$ cat src/rtl/sparc_ram_loader.sv
// sparc_ram_loader: streams source bytes into RAM through the MFC handshake,
// optionally reads them back to compare checksums, and holds the CPU meanwhile.
module sparc_ram_loader #(
  parameter int ADDR_W  = 9,
  parameter int DATA_W  = 8,
  parameter int TIMEOUT = 16,
  parameter int VERIFY  = 1
) (
  input  logic              Clk,
  input  logic              Clr,
  input  logic              Start,
  input  logic [ADDR_W-1:0] Base,
  input  logic [ADDR_W:0]   Len,
  input  logic              In_Valid,
  input  logic [DATA_W-1:0] In_Data,
  output logic              In_Ready,
  output logic              Mem_En,
  output logic              Mem_RW,
  output logic [1:0]        Mem_Type,
  output logic [ADDR_W-1:0] Mem_Addr,
  output logic [DATA_W-1:0] Mem_Data,
  input  logic [DATA_W-1:0] Mem_Q,
  input  logic              Mem_MFC,
  output logic              Busy,
  output logic              Done,
  output logic              Err,
  output logic              CPU_Hold,
  output logic [DATA_W-1:0] Checksum,
  output logic [ADDR_W-1:0] Err_Addr
);

  localparam int CNT_W = $clog2(TIMEOUT);
  localparam logic [CNT_W-1:0] CNT_LAST = CNT_W'(TIMEOUT - 1);
  localparam logic [ADDR_W:0]  REM_ONE  = (ADDR_W+1)'(1);

  typedef enum logic [2:0] {
    S_IDLE,
    S_FETCH,
    S_WRITE,
    S_VREAD,
    S_DONE,
    S_ERR
  } state_t;

  state_t state, state_nx;

  logic [ADDR_W-1:0] addr;
  logic [ADDR_W-1:0] base_q;
  logic [ADDR_W:0]   remain;
  logic [ADDR_W:0]   len_q;
  logic [DATA_W-1:0] wdata;
  logic [DATA_W-1:0] sum;
  logic [DATA_W-1:0] rdsum;
  logic [DATA_W-1:0] rd_total;
  logic [ADDR_W-1:0] err_addr;
  logic [CNT_W-1:0]  cnt;

  logic start_ok;
  logic take;
  logic access;
  logic last;
  logic tmo;

  assign start_ok = Start &&
    (state == S_IDLE || state == S_DONE || state == S_ERR);
  assign take     = (state == S_FETCH) && In_Valid;
  assign access   = (state == S_WRITE) || (state == S_VREAD);
  assign last     = (remain == REM_ONE);
  assign tmo      = access && !Mem_MFC && (cnt == CNT_LAST);
  assign rd_total = rdsum + Mem_Q;

  always_comb begin
    state_nx = state;
    unique case (state)
      S_IDLE, S_DONE, S_ERR: begin
        if (Start)
          state_nx = (Len == '0) ? S_DONE : S_FETCH;
      end
      S_FETCH: begin
        if (In_Valid)
          state_nx = S_WRITE;
      end
      S_WRITE: begin
        if (Mem_MFC) begin
          if (!last)
            state_nx = S_FETCH;
          else if (VERIFY != 0)
            state_nx = S_VREAD;
          else
            state_nx = S_DONE;
        end else if (tmo) begin
          state_nx = S_ERR;
        end
      end
      S_VREAD: begin
        if (Mem_MFC) begin
          if (last)
            state_nx = (rd_total == sum) ? S_DONE : S_ERR;
        end else if (tmo) begin
          state_nx = S_ERR;
        end
      end
      default: state_nx = S_IDLE;
    endcase
  end

  always_ff @(posedge Clk or negedge Clr) begin
    if (!Clr)
      state <= S_IDLE;
    else
      state <= state_nx;
  end

  always_ff @(posedge Clk or negedge Clr) begin
    if (!Clr) begin
      addr     <= '0;
      base_q   <= '0;
      remain   <= '0;
      len_q    <= '0;
      wdata    <= '0;
      sum      <= '0;
      rdsum    <= '0;
      err_addr <= '0;
      cnt      <= '0;
    end else begin
      // per-access MFC wait counter; restarts whenever an access completes
      cnt <= '0;
      if (access && !Mem_MFC)
        cnt <= cnt + CNT_W'(1);
      if (start_ok) begin
        addr   <= Base;
        base_q <= Base;
        remain <= Len;
        len_q  <= Len;
        sum    <= '0;
        rdsum  <= '0;
      end
      if (take) begin
        wdata <= In_Data;
        sum   <= sum + In_Data;
      end
      if (access && Mem_MFC) begin
        addr   <= addr + ADDR_W'(1);
        remain <= remain - REM_ONE;
        if (state == S_WRITE && last && VERIFY != 0) begin
          addr   <= base_q;
          remain <= len_q;
        end
        if (state == S_VREAD) begin
          rdsum <= rd_total;
          if (last && rd_total != sum)
            err_addr <= addr;
        end
      end
      if (tmo)
        err_addr <= addr;
    end
  end

  assign In_Ready = (state == S_FETCH);
  assign Mem_En   = access;
  assign Mem_RW   = (state != S_WRITE);
  assign Mem_Type = 2'b00;
  assign Mem_Addr = addr;
  assign Mem_Data = wdata;
  assign Busy     = (state == S_FETCH) || access;
  assign Done     = (state == S_DONE);
  assign Err      = (state == S_ERR);
  assign CPU_Hold = (state != S_DONE);
  assign Checksum = sum;
  assign Err_Addr = err_addr;

endmodule

$ cat config.mk
export PLATFORM = sky130hd
export DESIGN_NAME = sparc_ram_loader
export DESIGN_NICKNAME = d
export VERILOG_FILES = /design/src/rtl/sparc_ram_loader.sv
export SDC_FILE = /design/constraint.sdc
export NUM_CORES = 1
export LEC_CHECK = 0
export BUFFER_PORTS_ARGS = -buffer_cell sky130_fd_sc_hd__buf_2
export CORE_MARGIN = 2
export CORE_UTILIZATION = 50
export DETAILED_ROUTE_END_ITERATION = 8
export PLACE_DENSITY = 0.69
export SLEW_MARGIN = 20
export SYNTH_ARGS = -nofsm -noshare
export SYNTH_HDL_FRONTEND = slang
export SYNTH_SLANG_ARGS = --single-unit
$ cat constraint.sdc
create_clock -name Clk -period 3.75 [get_ports Clk]
set_input_delay 0.375 -clock Clk [delete_from_list [all_inputs] [get_ports Clk]]
set_output_delay 0.375 -clock Clk [all_outputs]
set_load 0.02 [all_outputs]
==> results of run 1 <==
[cells by family after synthesis]
logic type               after synthesis  synth area share, %
buffers and inverters                 45                 4.79
AND/OR/NAND/NOR                      242                 22.7
flip-flops                            78                 40.8
adder cells (fa/ha/maj)               20                 5.55
multiplexers                          12                 2.75
XOR/XNOR                              36                 7.19
AO/OA/AOI/OAI                        110                 16.1
other                                  1               0.0784
[registers in the layout (all words and copies together), names as in the netlist]
name,cells
len_q,10
remain,10
Err_Addr,9
Mem_Addr,9
base_q,9
Checksum,8
Mem_Data,8
rdsum,8
cnt,4
state,3
[power by group through the flow]
stage	clock [mW]	combinational [mW]	sequential (mW)
finish	0.699	2.29	1.57
global route	0.744	2.56	1.62
CTS	0.709	2.28	1.57
floorplan	0	1.63	1.63
global placement	0	2.21	1.56
detailed placement	0	2.27	1.58
[cell type report]
type / count / area (um^2)
inverter: 12 / 45.0
sequential: 78 / 1950
clock inverter: 6 / 87.6
fill: 822 / 3820
tap: 129 / 161
clock buffer: 9 / 124
timing repair buffer: 84 / 437
multi-input combinational: 422 / 2610
[metal layers]
| layer | part of all wire [%] | vias to the layer above | global-route usage, % | wire [um] |
|---|---|---|---|---|
| met4 | 1.5 | 0 | 7.49 | 172 |
| li1 | - | 2026 | - | - |
| met2 | 46 | 111 | 34.8 | 5240 |
| met1 | 48 | 2007 | 32.3 | 5420 |
| met5 | 0 | - | 0 | 0 |
| met3 | 4.6 | 17 | 4.45 | 517 |
[cell usage after synthesis, types with 10 or more instances]
library cell | n | area (um^2)
a21oi_1 | 23 | 115
and2_1 | 11 | 68.8
clkbuf_1 | 17 | 63.8
dfrtp_1 | 78 | 1950
ha_1 | 18 | 225
inv_1 | 12 | 45.0
nand2_1 | 113 | 424
nand3_1 | 29 | 145
nor2_1 | 49 | 184
nor3_1 | 10 | 50.1
o21ai_0 | 15 | 75.1
xnor2_1 | 23 | 201
xor2_1 | 11 | 96.3
[critical path, cell delays in order (launching register included)]
cell and delay (ps):
dfrtp_1 410, inv_1 80, ha_1 130, or4b_1 410
or4_1 600, or2_1 500, buf_4 300, a21oi_1 140
nor2_1 50, a31oi_1 180
[stage by stage]
stage / setup WS, ps / total power [mW] / std cells / util [%] / hold slack, ps
after floorplan: 1020 / 3.26 / 545 / - / 79.4
after global placement: 887 / 3.77 / 725 / 56.2 / 452
after detailed placement: 772 / 3.85 / 725 / 56.2 / 457
after CTS: 866 / 4.56 / 740 / 58.5 / 217
after global routing: 550 / 4.93 / 740 / 58.7 / 122
final: 867 / 4.57 / 740 / 58.7 / 28.4
[how the worst max path moves through the flow]
stage / to / from
2_1_floorplan: Err_Addr[8] / Mem_Q[0]
3_3_place_gp: Err_Addr[8] / Mem_Q[5]
3_5_place_dp: Err_Addr[5] / Mem_Q[5]
4_1_cts: remain[7] / remain[1]
5_1_grt: Err_Addr[1] / rdsum[0]
6_report: remain[7] / remain[1]
==> summary.md, run 1 <==
| Metric | Value |
|---|---|
| Status | finished, final reports clean |
| Yosys warns | 0 |
| Actual slew at the worst max-slew pin | 1020 ps |
| Mapped Area | roughly 4800 um^2 |
| Clock Power Share | between 10% and 20% |
| GP Congestion | slightly below 0.9 |
| Layout cells sized above 1 | a little under a fifth |
| Most frequent cells in the layout | nand2_1, buf_2, dfrtp_1 |
| Fin crit period | 2880 ps |
| DRC | 0 |
| Startpoint types | flop |
| CP Max Fanout | 17 |
| Cell Area, Placed | between 5000 and 6000 um^2 |
| Sw frac | about 45% |
| Pwr dens | 842 nW/um^2 |
| Via count | roughly 4200 |
| Max Freq | approximately 0.35 GHz |
| Via-per-instance ratio | between 5 and 6 |
| Worst skew pair latency | ~360 ps |
| WL/cell | around 15 um |
| Die Ht | between 100 and 150 um |
| Final instance area | between 5000 and 6000 um^2 |
| Switching Power | 2.03 mW |
| TritonCTS clock tree | built |
| Maximum vdd drop | about 0.38 mV |
| Sequential area share after synthesis | roughly 41% |
| Slack of the worst reg-to-reg path | 870 ps |
| H-tree levels | 3 |
| Initial antenna violation count | 0 |
| EDFF count, synth | 0 |
| Hold_buf cts | 0 |
| Max-cap violation count | 0 |
| Core Footprint | around 9200 um^2 |
| Setup TNS | 0 ps |
| Period utilisation layout | between 70% and 80% |
| # rows | 35 |
| Final net count | around 670 |
| Initial Util | about half |
| Commonest non-fill, non-tap cell in the layout | nand2_1 |
| GRT Total Usage | between 20% and 30% |
| Detail Route Antenna Nets | 0 |
| Reg clk slew, reported paths | around 80 ps |
| Initial DRC count | between 200 and 250 |
| Layout Skew | approximately 13 ps |
| Count of pins over their slew limit | 0 |
| Asr flop ratio synth | between 90% and 100% |
| Sink Count | between 70 and 80 |
| Global-route wire length before repair | 18500 um |
| Relative slew slack | 31.7% |
| FF+latch count, synth | 78 |
| Chip Width | 102 um |
| Worst path required time | 4010 ps |
| Hpwl dp | roughly 7900 um |
| Overflow after GRT | 0 |
| Combinational fraction of design power | 50.2% |
| Die area | just over 10000 um^2 |
| Final Hold Violating Endpoints | 0 |
| Hold Crit Class | input port to async pin |
| WL final | 11400 um |
| Antenna diode count | 0 |
| Cell-internal power | approximately 2.5 mW |
| Distinct cell type count after synthesis | between 60 and 70 |
| Pre-antenna DRT Iters | 4 |
| Root Buffer | clkbuf_8 |
| Clock buffer depth | 2 |
| R2R Path Start | remain[1] |
| Main synth FF type | dfrtp_1 |
| R2R Path End | remain[7] |
| Critical path endpoint category | flop |
| Setup Crit Path Kind | flop to flop |
| Post-Synthesis Cells | roughly 540 |
| Top-Level Pins | between 80 and 90 |
| Number of global-route vias before repair | roughly 3900 |
| Post-cts resize count | 0 |
| Register share of total power | 34.4% |
| Synthesis-to-layout area growth | 13.3% |
| Maximum number of pins on one net before global-route repair | 79 |
| Port bufs | 80 |
| Postcts setup bufs | 0 |
| # setup viols final | 0 |
| Worst Path Arrival | 3140 ps |
| RSZ-0062 raised after global routing | false |
| Syn avg cell area | 8.79 um^2 |
| LEAKAGE | around 2.6 nW |
| TritonCTS buffer count | 9 |
| R2R depth | 9 |
No activity file was read; power rests on OpenSTA's default activity.
==> run 2: changes to the inputs <==
clock period = 3 ns   (was 3.75 ns; I/O delays follow)
==> run 2 against run 1 <==
  * Largest cell class unchanged
  * Non-clock buffer count up 9
  * Sequential share of layout area down 0.52 points
  * The flow now finishes with violations (hold timing)
  * Critical path depth unchanged
  * Via count up 0.29%
  * Fmax up 1.7%
==> summary.md, run 2 (synthesized netlist as in run 1, its figures left out) <==
| Metric | Value |
|---|---|
| # setup viols final | 0 (unchanged) |
| Via count | 4173 (+0.29%) |
| Status | complete, but fails checks |
| Initial DRC count | 218 (-9.5%) |
| Top flop regs | len_q (10), remain (10) |
| GP Congestion | 0.840 (-3.8%) |
| WL/cell | 15.0 um (-2.1%) |
| Max Freq | 0.353 GHz (+1.7%) |
| Worst path slowest cell | fa_1 |
| Final worst slack | 166 ps (-701 ps) |
| Clock buffer depth | 2 (unchanged) |
| Final net count | 676 (+1.3%) |
| Sink Count | 78 (unchanged) |
| CP Max Fanout | 19 (+2) |
| Layout fillers | 846 (+2.9%) |
| Post-placement cell count | 734 (+1.2%) |
| Die area | 10400 um^2 (unchanged) |
| TritonCTS buffer count | 9 (unchanged) |
| Final Hold Violating Endpoints | 19 (+19) |
| RSZ-0062 raised after global routing | false |
| # rows | 35 (unchanged) |
| Top-Level Pins | 83 (unchanged) |
| Period utilisation layout | 94.5% (+18 points) |
| Setup Crit Path Kind | flop to flop |
| Util after Layout | 59.5% (+0.85 points) |
| Cell-by-cell trace of the critical path | ha_1 -> fa_1 -> xnor3_1 -> nand3_1 -> a2111oi_0 -> nand4_1 -> buf_4 -> o31ai_1 -> a31oi_1 |
| Pre-antenna DRT Iters | 4 (unchanged) |
| Fin crit period | 2830 ps (-49.0 ps) |
| Maximum vdd drop | 0.429 mV (+12%) |
| Multi-input logic area | 2610 um^2 (unchanged) |
| Detail Route Antenna Nets | 0 (unchanged) |
| Slack of the worst reg-to-reg path | 170 ps (-700 ps) |
| TritonCTS clock tree | built |
| DRC | 0 (unchanged) |
| Overflow after GRT | 0 (unchanged) |
| Hold Crit Class | input port to async pin |
| Root Buffer | clkbuf_8 |
| Synthesis-to-layout area growth | 15.0% |
| Hold_buf cts | 0 (unchanged) |
| Most frequent cells in the layout | nand2_1, buf_2, dfrtp_1 |
| Critical path endpoint category | flop |
| Hpwl dp | 8110 um (+3.1%) |
| CP peak stage delay | 460 ps (-140 ps) |
| Count of pins over their slew limit | 0 (unchanged) |
| WL final | 11300 um (-0.77%) |
| Worst skew pair latency | 350 ps (about the same) |
| Initial antenna violation count | 0 (unchanged) |
| Finished Layout Cells | 750 (+1.4%) |
| Cell Area, Placed | 5290 um^2 (+1.8%) |
| Max-cap violation count | 0 (unchanged) |
| Pwr dens | 1040 nW/um^2 (+24%) |
| Global-route wire length before repair | 18900 um (+2.2%) |
| Via-per-instance ratio | 5.56 (-1.0%) |
| Antenna diode count | 0 (unchanged) |
| Initial Util | 51.8% (unchanged) |
| Worst path required time | 3230 ps (-780 ps) |
| Final instance area | 5500 um^2 (+1.5%) |
| Layout Skew | 12.2 ps (-1.14 ps) |
| Die Ht | 102 um (unchanged) |
| Postcts setup bufs | 0 (unchanged) |
| Actual slew at the worst max-slew pin | 725 ps (-297 ps) |
| FF+latch area | 1950 um^2 (unchanged) |
| Port bufs | 80 (unchanged) |
| Maximum number of pins on one net before global-route repair | 79 (unchanged) |
| Pre-CTS setup slack | 97.0 ps (-675 ps) |
| Number of global-route vias before repair | 3952 (+1.9%) |
| Layout cells sized above 1 | 20.1% (+1.1 points) |
| Chip Width | 102 um (unchanged) |
| Commonest non-fill, non-tap cell in the layout | nand2_1 |
| GRT Total Usage | 22.8% (+0.23 points) |
| Fin Hold WS | -35.5 ps (-63.9 ps) |
| R2R depth | 9 (unchanged) |
| Core Footprint | 9240 um^2 (unchanged) |
| Reg clk slew, reported paths | 80 ps (about the same) |
| Final Power | 5.72 mW (+25%) |
| Startpoint types | flop |
| Setup TNS | 0 ps (unchanged) |
| Relative slew slack | 51.7% (+20 points) |
| Worst Path Arrival | 3070 ps (-70 ps) |
| Failing checks | hold timing |
| LEAKAGE | 2.65 nW (+1.8%) |
| H-tree levels | 3 (unchanged) |
==> run 2: critical path, delay by kind of cell, from the launching register on <==
| kind | cells | cell delay [ps] |
|---|---|---|
| AO/OA/AOI/OAI | 3 | 770 |
| XOR/XNOR | 1 | 400 |
| adder cells (fa/ha/maj) | 2 | 690 |
| buffers and inverters | 1 | 230 |
| flip-flops | 1 | 390 |
| AND/OR/NAND/NOR | 2 | 230 |
==> run 2: area by class of cell <==
class	instances	share of cell area, %
clock buffers	11	2.57
clock inverters	5	1.02
inverters	12	0.819
multi-input cells	422	47.5
flip-flops and latches	78	35.5
well taps	129	2.94
repair buffers	93	9.62
==> run 2: final timing paths <==
| check | end | start |
|---|---|---|
| setup / recovery | state[0] | rdsum[0] |
| hold / removal | Mem_Data[6] | Clr |
| setup reg to reg | state[0] | rdsum[0] |
| hold reg to reg | cnt[0] | cnt[0] |
| max in group asynchronous | rdsum[6] | Clr |
| min in group Clk | base_q[7] | Base[7] |
==> run 2: where the power goes <==
part,internal [mW],leakage (nW),switching (mW)
registers,1.49,0.989,0.426
logic,1.28,1.56,1.71
clock network,0.408,0.0997,0.402
==> run 2: layer usage <==
| layer | GRT usage (%) | up-vias | share of wire, % |
|---|---|---|---|
| met1 | 32.3 | 2015 | 47 |
| met2 | 35.3 | 97 | 47 |
| li1 | - | 2045 | - |
| met4 | 8.92 | 0 | 1.7 |
| met5 | 0 | - | 0 |
| met3 | 3.83 | 16 | 4.5 |
==> run 2: repair_timing <==
item / in CTS / in global routing
hold endpoints to repair: 0 / 0
endpoints found under the setup margin: 0 / 2
resized for setup: 0 / 2
